File: src/rtl/mux_rr_pkg.sv
// mux_rr_pkg: select-mode constants and select-width helper for mux_rr_stream
package mux_rr_pkg;
  localparam int SEL_EXT = 0;
  localparam int SEL_RR = 1;
  function automatic int sel_w(input int n);
    return (n > 1) ? $clog2(n) : 1;
  endfunction
endpackage

File: src/rtl/rr_arbiter.sv
// rr_arbiter: combinational round-robin grant, searching upward from ptr+1 with wrap
module rr_arbiter #(
  parameter int N = 4,
  parameter int W = 2
) (
  input  logic [N-1:0] req,
  input  logic [W-1:0] ptr,
  output logic [N-1:0] grant,
  output logic [W-1:0] idx,
  output logic         any
);
  localparam logic [N-1:0] ONE = 1;
  // walk from farthest to nearest so the closest requester after ptr wins last
  always_comb begin
    idx = '0;
    any = 1'b0;
    for (int k = N; k >= 1; k--) begin
      if (req[(int'(ptr) + k) % N]) begin
        idx = W'((int'(ptr) + k) % N);
        any = 1'b1;
      end
    end
    grant = any ? ONE << idx : '0;
  end
endmodule

File: src/rtl/mux_rr_stream.sv
// mux_rr_stream: N-channel stream mux with external or round-robin select, registered output.
// Define MUX_RR_STREAM_PKT_LOCK_EN to hold the grant on one channel until its in_last beat.
module mux_rr_stream
  import mux_rr_pkg::*;
#(
  parameter int N_CH = 4,
  parameter int WIDTH = 8,
  parameter int SEL_MODE = 1
) (
  input  logic                      clk,
  input  logic                      rst_n,
  input  logic [N_CH*WIDTH-1:0]     in_data,
  input  logic [N_CH-1:0]           in_valid,
  input  logic [N_CH-1:0]           in_last,
  output logic [N_CH-1:0]           in_ready,
  input  logic [sel_w(N_CH)-1:0]    sel,
  output logic [WIDTH-1:0]          out_data,
  output logic                      out_valid,
  input  logic                      out_ready,
  output logic [sel_w(N_CH)-1:0]    out_ch
);
  localparam int SW = sel_w(N_CH);
  localparam bit EXT = (SEL_MODE == SEL_EXT);
  localparam logic [N_CH-1:0] ONE = 1;
  logic [N_CH-1:0] arb_grant;
  logic [SW-1:0] arb_idx, gidx, ptr_q, ptr_d, out_ch_q, out_ch_d;
  logic arb_any, gany, load, xfer, sel_ok, out_valid_q, out_valid_d;
  logic [WIDTH-1:0] out_data_q, out_data_d;
  logic lock_q;
  logic [SW-1:0] lock_ch_q;
  rr_arbiter #(.N(N_CH), .W(SW)) u_arb (
    .req   (in_valid),
    .ptr   (ptr_q),
    .grant (arb_grant),
    .idx   (arb_idx),
    .any   (arb_any)
  );
`ifdef MUX_RR_STREAM_PKT_LOCK_EN
  logic lock_d;
  logic [SW-1:0] lock_ch_d;
  // a non-last beat opens the lock; the last beat of the same channel releases it
  assign lock_d = xfer ? !in_last[gidx] : lock_q;
  assign lock_ch_d = xfer ? gidx : lock_ch_q;
  always_ff @(posedge clk or negedge rst_n) begin
    if (!rst_n) begin
      lock_q <= 1'b0;
      lock_ch_q <= '0;
    end else begin
      lock_q <= lock_d;
      lock_ch_q <= lock_ch_d;
    end
  end
`else
  logic unused_last;
  assign lock_q = 1'b0;
  assign lock_ch_q = '0;
  assign unused_last = ^in_last;
`endif
  assign load = !out_valid_q || out_ready;
  assign sel_ok = int'(sel) < N_CH;
  assign gidx = lock_q ? lock_ch_q : EXT ? sel : arb_idx;
  assign gany = lock_q ? in_valid[lock_ch_q] : EXT ? sel_ok && in_valid[sel] : arb_any;
  assign in_ready = (load && gany) ? ((lock_q || EXT) ? ONE << gidx : arb_grant) : '0;
  assign xfer = load && gany;
  always_comb begin
    out_valid_d = xfer ? 1'b1 : out_ready ? 1'b0 : out_valid_q;
    out_data_d = xfer ? in_data[int'(gidx)*WIDTH +: WIDTH] : out_data_q;
    out_ch_d = xfer ? gidx : out_ch_q;
    ptr_d = xfer ? gidx : ptr_q;
  end
  always_ff @(posedge clk or negedge rst_n) begin
    if (!rst_n) begin
      out_valid_q <= 1'b0;
      out_data_q <= '0;
      out_ch_q <= '0;
      ptr_q <= SW'(N_CH - 1);
    end else begin
      out_valid_q <= out_valid_d;
      out_data_q <= out_data_d;
      out_ch_q <= out_ch_d;
      ptr_q <= ptr_d;
    end
  end
  assign out_valid = out_valid_q;
  assign out_data = out_data_q;
  assign out_ch = out_ch_q;
endmodule

File: config.mk
export PLATFORM = sky130hd
export DESIGN_NAME = mux_rr_stream
export DESIGN_NICKNAME = d
export VERILOG_FILES = /design/src/rtl/mux_rr_pkg.sv /design/src/rtl/rr_arbiter.sv /design/src/rtl/mux_rr_stream.sv
export SDC_FILE = /design/constraint.sdc
export NUM_CORES = 1
export LEC_CHECK = 0
export CORE_ASPECT_RATIO = 1.25
export CORE_UTILIZATION = 36
export DETAILED_ROUTE_END_ITERATION = 16
export HOLD_SLACK_MARGIN = 0.1
export PLACE_DENSITY = 0.93
export SETUP_SLACK_MARGIN = 0.15
export SLEW_MARGIN = 5
export SYNTH_ARGS = -nofsm -noshare
export SYNTH_HDL_FRONTEND = slang
export SYNTH_SLANG_ARGS = --single-unit
File: constraint.sdc
create_clock -name clk -period 2.63 [get_ports clk]
set_input_delay 0.526 -clock clk [delete_from_list [all_inputs] [get_ports clk]]
set_output_delay 0.526 -clock clk [all_outputs]
set_load 0.02 [all_outputs]
Word level (Yosys, flattened, before mapping) --
Index checks and enable logic that the tools add are counted. W data, S select, Z words.
Word-level totals: input port bits 45, bits in registers 13, word-level logic and storage cells 50, output and inout bits 15
Cells by class: magnitude comparators 4, shift-type cells 2, reductions and logical operators 8, add/subtract/negate cells 4, muxes and demuxes 24, bitwise gates (word level) 4
Operator list (count):
- $shiftx A32 B6 Y8 | 1
- $lt A3 B4 Y1 const B | 4
- $mux W1 | 14
- $bmux W1 S2 | 4
- $mux W2 | 4
- $mux W4 | 2
- $reduce_or A2 Y1 | 4
- $add A2 B1 Y2 const B | 2
- $add A2 B2 Y2 const B | 2
- $and A1 B1 Y1 const A | 4
- $shl A1 B2 Y4 const A | 1
- $reduce_bool A2 Y1 | 1
- $logic_and A1 B1 Y1 | 1
- $logic_not A1 Y1 | 1
- $logic_or A1 B1 Y1 | 1

Depth between registers and ports, before layout --
word-level depth 13, gate-level depth with buffers 6, depth with buffers taken out 5

Cells and area by module --
A second synthesis with hierarchy kept.
Unflattened totals: cell total of the unflattened synthesis 71, area total of the unflattened synthesis 882.1 µm²
Modules (own cells, without submodules):
- mux_rr_stream | cells an instance 43, seq. area each 327.8 µm², area an instance 704.4 µm², instances 1
- rr_arbiter | cells an instance 28, seq. area each 0.0 µm², area an instance 177.7 µm², instances 1

Worst setup path after synthesis --
No wires, ideal clock.
path kind input port to output port, from input in_valid[0], to output in_ready[2], data required time 2104 ps, arrival 1526 ps, buffers on the path 1, path slack 578 ps, cell stages on the path 6, cells stage by stage a21oi_1 -> a31o_1 -> o22ai_1 -> or2_1 -> clkbuf_4 -> nor2_1
On the way: word-level cells in the longest chain between the ends 10, elaborated cells on any way between the ends 24, those cells by class shift: 1; mux: 22; reduce/logical: 1
Ends and longest elaborated chain:
- from (decl) | RTL line mux_rr_stream.sv:13 | input logic [N_CH-1:0] in_valid,
- $bmux W1 S2 | RTL line rr_arbiter.sv:18 | if (req[(int'(ptr) + k) % N]) begin
- $mux W1 (not written as such) (2 in a row) | RTL line rr_arbiter.sv:18
- $mux W2 (4 in a row) | RTL line rr_arbiter.sv:18
- $shl A1 B2 Y4 | RTL line rr_arbiter.sv:23 | grant = any ? ONE << idx : '0;
- $mux W4 | RTL line rr_arbiter.sv:23
- $mux W4 (*) | RTL line mux_rr_stream.sv:63 | assign in_ready = (load && gany) ? ((lock_q || EXT) ? ONE << gidx : arb_grant) : '0;
- to (decl) | RTL line mux_rr_stream.sv:15 | output logic [N_CH-1:0] in_ready,
Mark *: on every way between the ends. The rest lies on a longest branch, timed or not. The select of a mux whose other input is x is not followed.

Final worst setup path --
from input out_ready, to output in_ready[2]
On the way: word-level cells in the longest chain between the ends 3
Ends and longest elaborated chain:
- from (decl) | RTL line mux_rr_stream.sv:19 | input logic out_ready,
- $logic_or A1 B1 Y1 | RTL line mux_rr_stream.sv:59 | assign load = !out_valid_q || out_ready;
- $logic_and A1 B1 Y1 | RTL line mux_rr_stream.sv:63
- $mux W4 | RTL line mux_rr_stream.sv:63
No other way between the ends.

==> out/metrics.yaml <==
outcome: "completed"
multi_input_area_sq_um: 474
seqPwrFrac: 0.342
routed.top_layer: "met4"
avgSynthCellArea_sq_um: 10.5
antenna_found_initial: 0
peakVddDrop_mv: 0.349
synth_cell_type_count: 22
p_int_mw: 0.538
die_area_sq_um: 2510
post-dp-hpwl_um: 1870
clock-root-buffer: "clkbuf_4"
gp_congestion: 0.730
remaining_drc_errors: 0
yosys_warnings: 0
synth_nets: 124
h-tree-depth: 1
max-cap-violations: 0
required_ns: 2.10
via_per_inst: 5.00
slowest_stage: "clkdlybuf4s50_1"
numCtsBuffers: 3
grt_overflow: 0
hold_class: "register to register"
combinationalPowerShare: 0.511
vias: 860
grt_pass1_vias: 900
cpLargestDelayFamily: "buffers and inverters"
final_hold_viol_count: 0
grt_pass1_wl_um: 3770
min_period_over_period: 0.906
dr_wl_met2_um: 1320
slew_headroom: 0.591
layout-drive-gt1-share: 0.177
io_pins: 60
fillers: 190
die_h_um: 55.7
postRouteAntennaNets: 0
cts_tree: "done"
core-area_sq_um: 2190
fp-row-count: 19
max_freq_mhz: 420
powerDensity_nw_per_um2: 562
cts_hold_buffers: 0
hold_start: "out_ch[1]"
worst_pin_slew_ns: 0.612
path_clk_slew_ns: 0.08
power_mw: 0.828
synth.ff_latch_count: 13
power_frac_clock: 0.147
path_buf_inv: 2
nNetsFinal: 187
start_util: 0.380
p_leak_nw: 0.644
worstSetupStartpointType: "input pin"
drt_first_pass_iters: 5
grt_use_total: 0.202
wl_met3_um: 197
fin_skew_ns: 0.00200
clock_latency_ns: 0.27
dr.first_iter.drc_count: 17
path_class: "input pin to output port"
worstPathCellList: "clkdlybuf4s50_1 -> nand2b_4 -> o41ai_4 -> or2_1 -> nor2_1 -> clkdlybuf4s15_2"
sw_frac_of_total: 0.350
setup-violations-final: 0
die_w_um: 45.0
cp-end-kind: "output port"
cp_slowest_stage_delay_ns: 0.46
fin_worst_hold_slack_ns: 0.495
netlist_instances: 79
rsz0062_at_grt: "no"
syn_area_sq_um: 831
antenna_cells: 0
met1_length_um: 794
wirelength_um: 2330
area.sequential_sq_um: 328
clock_path_buffers: 2
grt_max_degree: 14
clock_sinks: 13
port_buffers: 53
reg2reg_from: "ptr_q[1]"
startpoint: "out_ready"
syn_to_final_growth_pct: 77.4
drv_slew: 0
period_needed_ns: 2.38
routedWlPerCell_um: 13.5
cp_data_arrival_time_ns: 1.86
yosysSeqAreaShare: 0.395
crit_fanout: 4
power_switching_mw: 0.290
==> sequential cells by signal, summed over array words and instances, names as in the netlist <==
| signal | count |
|---|---|
| out_ch | 2 |
| out_valid | 1 |
| out_data | 8 |
| ptr_q | 2 |
==> kinds of logic (layout without fill, tap and decap cells) <==
logic type | after synthesis | after routing | synth area share
buffers and inverters | 7 | 69 | 0.0572
muxes | 17 | 17 | 0.205
DFF | 13 | 13 | 0.395
and+or+nand+nor | 26 | 26 | 0.146
AOI/OAI and AO/OA | 16 | 16 | 0.197
==> routing by layer <==
layer  track usage  vias to the layer above
met3        0.0519                        4
met1         0.222                      394
met4        0.0476                        0
met5             0                        -
met2         0.369                       48
li1              -                      414
==> final timing paths <==
check                                    to  slack [ns]  cells after the start
worst max-delay path            in_ready[2]        0.25                      6
min in group asynchronous       out_data[7]        0.63                      1
worst max register to register  out_data[0]        0.83                      6
max in group asynchronous         out_ch[0]        1.60                      1
worst min register to register    out_ch[1]        0.49                      2
worst min-delay path              out_ch[1]        0.49                      2
==> cell type report <==
| class | count | area share |
|---|---|---|
| repair buffers | 63 | 0.407 |
| multi-input cells | 59 | 0.322 |
| flip-flops and latches | 13 | 0.222 |
| well taps | 31 | 0.0263 |
| clock buffers | 4 | 0.0178 |
| inverters | 2 | 0.00509 |
==> timing repair <==
action,4_1_cts,5_1_grt
setup endpoints to repair,4,2
setup buffers,0,0
gates resized for setup,17,2
==> cells in the mapped netlist (all sizes together) <==
library cell,number,share of area
a21oi,4,0.029
a31o,1,0.011
and2b,1,0.0090
buf,4,0.039
clkbuf,1,0.0090
dfrtp,11,0.33
dfstp,2,0.063
inv,2,0.0090
mux2i,17,0.20
nand2,13,0.059
nand2b,4,0.030
nor2,4,0.018
nor2b,2,0.015
nor4,1,0.0075
o221ai,9,0.13
o22ai,1,0.0075
o41ai,1,0.020
or2,1,0.0075
==> power by group through the flow <==
stage               registers, mW  clock network [mW]  logic [mW]
finish                      0.283               0.122       0.423
global route                0.290               0.141       0.452
CTS                         0.283               0.126       0.427
detailed placement          0.286                   0       0.428
global placement            0.283                   0       0.417
floorplan                   0.332                   0       0.180
==> worst min-delay path: stages (launching register included) <==
cell	delay, ns
dfrtp_1	0.36
nand2_1	0.05
nand2_1	0.05
==> per-stage QoR <==
stage	instance area [sq um]	utilization	std cells	TNS [ns]	worst slack (ns)
floorplan	831	-	79	0	0.578
global placement	1440	0.656	168	-0.995	-0.258
detailed placement	1440	0.656	168	-1.10	-0.292
CTS	1470	0.673	172	0	0.188
global route	1470	0.674	172	0	0.164
finish	1470	0.674	172	0	0.246
==> cells in the final DEF (no fill, tap or decap), drive strengths merged, types with 3 or more instances in the layout <==
cell type       n
clkdlybuf4s50  45
mux2i          17
nand2          13
dfrtp          11
buf            11
o221ai          9
nor2            4
dlygate4sd2     4
nand2b          4
a21oi           4
clkbuf          4
clkdlybuf4s15   3
Power figures use the tool's default switching activity.
